==> src/rtl/uart_tx_engine.sv <==
// uart_tx_engine: serial transmit stage of a 16550-style UART.
// Pops bytes from the TX FIFO head and serialises them as start bit,
// 5-8 data bits (LSB first), optional parity bit and 1/1.5/2 stop bits.
// Bit timing is taken from the shared baud generator's oversample strobe.
// Optional feature macro: UART_TX_BREAK_EN (bc forces the line low).
module uart_tx_engine #(
    parameter int OVERSAMPLE = 16
) (
    input  logic       clk,
    input  logic       rst_n,
    input  logic       baud_pulse,
    input  logic [7:0] fifo_dout,
    input  logic       fifo_empty,
    output logic       fifo_pop,
    input  logic [1:0] wls,
    input  logic       stb,
    input  logic       pen,
    input  logic       eps,
    input  logic       sp,
    input  logic       bc,
    output logic       tx,
    output logic       busy,
    output logic       temt
);

    // Tick counter must hold the longest bit length (two stop bits).
    localparam int TW = $clog2(2 * OVERSAMPLE + 1);
    localparam logic [TW-1:0] BIT_LEN = TW'(OVERSAMPLE);

    typedef enum logic [2:0] {
        S_IDLE   = 3'd0,
        S_START  = 3'd1,
        S_DATA   = 3'd2,
        S_PARITY = 3'd3,
        S_STOP   = 3'd4
    } state_t;

    state_t          state_q, state_d;
    logic [TW-1:0]   tick_q, tick_d;
    logic [2:0]      bit_q, bit_d;
    logic [7:0]      shift_q, shift_d;
    logic [1:0]      wls_q, wls_d;
    logic            stb_q, stb_d;
    logic            pen_q, pen_d;
    logic            par_q, par_d;
    logic            tx_q, tx_d;

    logic [TW-1:0]   bit_len;
    logic            bit_done;
    logic            last_data;

    // Parity over the active data bits only; stick parity overrides the data.
    function automatic logic parity_bit(input logic [7:0] data, input logic [1:0] w,
                                        input logic even, input logic stick);
        logic [7:0] masked;
        masked = data & (8'hFF >> (2'd3 - w));
        if (stick)
            return ~even;
        else if (even)
            return ^masked;
        else
            return ~(^masked);
    endfunction

    // Stop period: 1 bit, 1.5 bits for 5-bit words, otherwise 2 bits.
    function automatic logic [TW-1:0] stop_len(input logic two_stop, input logic [1:0] w);
        if (!two_stop)
            return TW'(OVERSAMPLE);
        else if (w == 2'b00)
            return TW'(3 * OVERSAMPLE / 2);
        else
            return TW'(2 * OVERSAMPLE);
    endfunction

    assign bit_len   = (state_q == S_STOP) ? stop_len(stb_q, wls_q) : BIT_LEN;
    assign bit_done  = baud_pulse && (tick_q == bit_len - 1'b1);
    assign last_data = (bit_q == {1'b1, wls_q});

    // State register.
    always_ff @(posedge clk or negedge rst_n) begin
        if (!rst_n) begin
            state_q <= S_IDLE;
        end else begin
            state_q <= state_d;
        end
    end

    // Next-state logic: each non-idle state advances when its bit period expires.
    always_comb begin
        state_d = state_q;
        case (state_q)
            S_IDLE:   if (!fifo_empty) state_d = S_START;
            S_START:  if (bit_done) state_d = S_DATA;
            S_DATA:   if (bit_done && last_data) state_d = pen_q ? S_PARITY : S_STOP;
            S_PARITY: if (bit_done) state_d = S_STOP;
            S_STOP:   if (bit_done) state_d = S_IDLE;
            default:  state_d = S_IDLE;
        endcase
    end

    // Outputs: pop only from idle with data present and never while held in reset.
    always_comb begin
        fifo_pop = rst_n && (state_q == S_IDLE) && !fifo_empty;
        busy     = (state_q != S_IDLE);
        temt     = (state_q == S_IDLE) && fifo_empty;
        case (state_q)
            S_START:  tx_d = 1'b0;
            S_DATA:   tx_d = shift_q[0];
            S_PARITY: tx_d = par_q;
            default:  tx_d = 1'b1;
        endcase
    end

    // Datapath next state: frame settings are captured at pop so LCR writes
    // mid-frame only affect the following frame.
    always_comb begin
        tick_d  = tick_q;
        bit_d   = bit_q;
        shift_d = shift_q;
        wls_d   = wls_q;
        stb_d   = stb_q;
        pen_d   = pen_q;
        par_d   = par_q;
        if (state_q == S_IDLE) begin
            tick_d = '0;
            bit_d  = '0;
            if (!fifo_empty) begin
                shift_d = fifo_dout;
                wls_d   = wls;
                stb_d   = stb;
                pen_d   = pen;
                par_d   = parity_bit(fifo_dout, wls, eps, sp);
            end
        end else if (baud_pulse) begin
            if (bit_done) begin
                tick_d = '0;
                if (state_q == S_DATA) begin
                    shift_d = {1'b0, shift_q[7:1]};
                    bit_d   = bit_q + 3'd1;
                end
            end else begin
                tick_d = tick_q + 1'b1;
            end
        end
    end

    // Datapath and registered line level; reset returns the line high at once.
    always_ff @(posedge clk or negedge rst_n) begin
        if (!rst_n) begin
            tick_q  <= '0;
            bit_q   <= '0;
            shift_q <= '0;
            wls_q   <= '0;
            stb_q   <= 1'b0;
            pen_q   <= 1'b0;
            par_q   <= 1'b0;
            tx_q    <= 1'b1;
        end else begin
            tick_q  <= tick_d;
            bit_q   <= bit_d;
            shift_q <= shift_d;
            wls_q   <= wls_d;
            stb_q   <= stb_d;
            pen_q   <= pen_d;
            par_q   <= par_d;
            tx_q    <= tx_d;
        end
    end

`ifdef UART_TX_BREAK_EN
    // Break holds the line low; framing and pops carry on underneath.
    assign tx = tx_q & ~bc;
`else
    logic unused_bc;
    assign unused_bc = bc;
    assign tx = tx_q;
`endif

endmodule

==> config.mk <==
export PLATFORM = sky130hd
export DESIGN_NAME = uart_tx_engine
export DESIGN_NICKNAME = d
export VERILOG_FILES = /design/src/rtl/uart_tx_engine.sv
export SDC_FILE = /design/constraint.sdc
export NUM_CORES = 1
export LEC_CHECK = 0
export CAP_MARGIN = 10
export CORE_MARGIN = 1.5
export CORE_UTILIZATION = 50
export CTS_CLUSTER_SIZE = 25
export DETAILED_ROUTE_END_ITERATION = 7
export GPL_TIMING_DRIVEN = 0
export PLACE_DENSITY = 0.75
export SETUP_SLACK_MARGIN = 0.05
export SLEW_MARGIN = 10
export SYNTH_ARGS = -nofsm -noshare
export SYNTH_HDL_FRONTEND = slang
export SYNTH_SLANG_ARGS = --single-unit
==> constraint.sdc <==
create_clock -name clk -period 7.4 [get_ports clk]
set_input_delay 1.48 -clock clk [delete_from_list [all_inputs] [get_ports clk]]
set_output_delay 1.48 -clock clk [all_outputs]
set_load 0.01 [all_outputs]
After elaboration in Yosys (flattened, before gate mapping)
Index checks and enable logic that the tools add are counted.
{ "op_classes": {"n_eq_ne": 11, "n_addsub": 4, "shift": 1, "mux": 25, "n_bitwise": 4, "n_reduce_logical": 17} }
{ "op_table": {"columns": ["cell", "count"], "rows": [
  ["$mux W8", 5],
  ["$mux W6", 6],
  ["$mux W3", 10],
  ["$pmux W3 S5", 1],
  ["$ne A2 B2 Y1 const B", 5],
  ["$and A8 B8 Y8", 1],
  ["$reduce_xor A8 Y1", 1],
  ["$shr A8 B2 Y8 const A", 1],
  ["$add A6 B1 Y6 const B", 1],
  ["$eq A3 B2 Y1 const B", 2],
  ["$eq A6 B6 Y1", 1],
  ["$reduce_bool A2 Y1", 3],
  ["$sub A6 B1 Y6 const B", 1],
  ["$logic_and A1 B1 Y1", 5],
  ["$reduce_and A5 Y1", 1],
  ["$reduce_and A4 Y1", 1],
  ["$add A3 B1 Y3 const B", 1],
  ["$eq A3 B1 Y1 const B", 1],
  ["$eq A3 B3 Y1", 1],
  ["$eq A3 B3 Y1 const B", 1],
  ["$logic_not A3 Y1", 1],
  ["$not A1 Y1", 3],
  ["$pmux W1 S3", 1],
  ["$reduce_and A3 Y1", 1],
  ["6 further kinds", 7]
]} }
{ "totals": {"regBits": 26, "wordCells": 71} }

Depth between registers and ports, before layout
{ "depth": {"word_depth": 10, "mapped_depth": 10} }

Worst setup path before layout
Ideal clock, no wire load.
{ "synth_timing": {"kind": "input to output", "from": "input port fifo_empty", "to": "output port fifo_pop", "setup_slack_ns": 3.979, "path_stages": 2, "arrival_time_ns": 1.941, "cell_sequence": "nor2_1 and2_1"} }
{ "synth_via": {"elab_chain_cells": 2} }
{ "synth_lines": {"columns": ["item", "line_no", "source"], "rows": [
  ["start, declared", "13", "input logic fifo_empty,"],
  ["$logic_not A1 Y1", null, null],
  ["$logic_and A1 B1 Y1", "103", "fifo_pop = rst_n && (state_q == S_IDLE) && !fifo_empty;"],
  ["end, declared", "14", "output logic fifo_pop,"]
]} }
Every way passes these cells.

Worst setup path in the final report
Ends and elaborated chain as after synthesis.

==> qor.csv <==
metric,value,unit
status,"finished, final reports clean",
Final #Nets,208,
global-route wire length before repair,5460,um
most area-hungry cell type in the Yosys netlist,dfrtp_1,
GR Overflow Total,0,
CTS buffer count,3,
post-route setup TNS,0,ns
Synth Area in Adders,2.42,%
Post-Syn Nets,183,
CTS Root Buffer Type,clkbuf_4,
"Reg clk slew, reported paths",0.13,ns
Mean Syn Cell Area,9.63,sq um
Routed WL per cell,14.7,um
unrepaired setup endpoints after global routing,false,
CORE AREA,3000,sq um
area grow syn2layout,17.6,%
DIE WIDTH,58.7,um
residual DRC count,0,
Final Hold Vio Count,0,
Synth Area in Compound Gates,13.8,%
routability cong.,0.823,
Yosys warnings,0,
post-CTS sizing,0,
hpwl dp,2390,um
Antenna Cells,0,
XOR/XNOR Fraction of Synth Area,7.67,%
Least-Margin Pin Slew,0.583,ns
Yosys top cell area share,40.4,%
"Core Util, Final",60.7,%
GRT Overall Usage,20.4,%
Tcrit/Tclk final,61.4,%
fin crit period,4.54,ns
Clock Skew,0.0135,ns
PwrDens,293,nW/um^2
post-synth cell types,44,
final slew viol count,0,
clk sink count,26,
initial core utilization,51.6,%
H-tree depth,1,
top-count cell post-synth,nand2_1,
"EDFF count, synth",0,
post-synthesis sequential area ratio,42.1,%
clk_lat worst skew,0.33,ns
PortBufs,20,
"Primary FF master, synth",dfrtp_1,
postcts setup bufs,0,
asr flop ratio synth,100,%
largest net degree at the start of global routing,28,
# rows,20,
Via-to-Cell Ratio,5.67,
leakage,0.806,nW
Cells after Synth,161,
vias in the first global route,1230,
fraction of synthesized area in multiplexers,7.75,%
Vias,1236,
number of synthesized register bits,26,
final wirelength,3210,um
antenna violations before repair,0,
DR iter-0 viols,64,
Post-synth top cells,"37 x nand2_1, 25 x dfrtp_1, 11 x nor2_1",
final number of setup-violating endpoints,0,
combinational family with the most area after synthesis,simple AND/OR/NAND/NOR gates,
Crit path arrival time,3.06,ns
Simple-Gate Fraction of Synth Area,22.8,%
"top cells by area, synth","dfrtp_1 40%, nand2_1 9.0%, mux2_4 5.8%",
Max-Cap Viols,0,
Fillers,255,
Synth Cell Area,1550,sq um
die area,3440,sq um
critical path class,in -> out,
drt first pass iters,4,
CP max FO,7,
WP data required,5.92,ns
ratio of cells with drive above 1 in the final layout,12.4,%
Slew headroom,61.1,%
hold_buf cts,0,
Min Hold Slack,0.516,ns
worst min-delay path class,reg -> reg,
startpoint types,primary input,
post-route ant nets,0,
I/O Pins,23,
worst vdd ir,0.137,mV
die height,58.7,um
TritonCTS clock tree,built,
Max Clk Rate,0.220,GHz
Critical Path Sink Type,primary output,
Clock Path Buffers,2,
## worst max-delay path: stages
cell and delay, ns:
clkdlybuf4s50_1 0.47, nor2_1 0.39, and2_1 0.20, clkdlybuf4s50_1 0.53
## metrics by stage
step / area, sq um / worst slack, ns / total power [W] / instances
4_1_cts: 1830 / 2.32 / 0.000537 / 218
3_3_place_gp: 1790 / 2.32 / 0.000449 / 214
2_1_floorplan: 1550 / 3.98 / 0.000399 / 161
5_1_grt: 1820 / 2.79 / 0.000575 / 218
3_5_place_dp: 1790 / 2.33 / 0.000463 / 214
6_report: 1820 / 2.86 / 0.000534 / 218
## kinds of logic (layout without fill, tap and decap cells)
group	count (synthesis)	in the layout
AOI/OAI and AO/OA	28	28
DFF	26	26
adders and majority gates	3	3
buffers and inverters	11	35
xor gates and xnor gates	12	12
muxes	9	9
and+or+nand+nor	72	72
## state kept, by name, indices dropped and copies added (netlist names)
signal	count
state_q	3
stb_q	1
par_q	1
pen_q	1
tick_q	6
wls_q	2
bit_q	3
tx	1
shift_q	8
## power by group
| group | total (W) | internal [W] | switching, W |
|---|---|---|---|
| Combinational | 0.000205 | 0.000107 | 0.0000982 |
| Sequential | 0.000255 | 0.000201 | 0.0000546 |
| Clock | 0.0000736 | 0.0000301 | 0.0000435 |
## area by class of cell
class	instances	area [sq um]	share of cell area, %
Inverter	4	15.0	0.824
Sequential cell	26	652	35.8
Multi-Input combinational cell	124	843	46.3
Clock buffer	4	36.3	1.99
Buffer	7	40.0	2.20
Timing Repair Buffer	20	195	10.7
Tap cell	33	41.3	2.26
## metal layers
metal | part of all wire (%) | GRT usage [%] | up-vias
met3 | 3.4 | 2.86 | 4
met1 | 47 | 27.6 | 610
met2 | 48 | 34.0 | 22
met4 | 1.1 | 6.49 | 0
met5 | 0 | 0 | -
li1 | - | - | 600
## final timing paths
kind,from,slack (ns),cells past startpoint,to
setup / recovery,fifo_empty,2.86,4,fifo_pop
hold / removal,par_q,0.52,2,par_q
setup reg to reg,state_q[0],4.76,9,shift_q[1]
hold reg to reg,par_q,0.52,2,par_q
max in group asynchronous,rst_n,5.88,1,tx
min in group asynchronous,rst_n,1.12,1,bit_q[2]
## layout by cell type (no fill, tap or decap), drive strengths merged, types with 2 or more instances in the layout
cell / netlist / routed
a21oi: 3 / 3
and2: 2 / 2
buf: 4 / 5
clkbuf: 3 / 7
clkdlybuf4s50: 0 / 19
dfrtp: 25 / 25
ha: 3 / 3
inv: 3 / 3
mux2: 6 / 6
mux2i: 3 / 3
nand2: 37 / 37
nand2b: 2 / 2
nand3: 7 / 7
nand3b: 2 / 2
nor2: 11 / 11
nor3: 5 / 5
o211ai: 2 / 2
o21a: 2 / 2
o21ai: 11 / 11
xnor2: 6 / 6
xor2: 5 / 5
No activity file was read; power rests on OpenSTA's default activity.
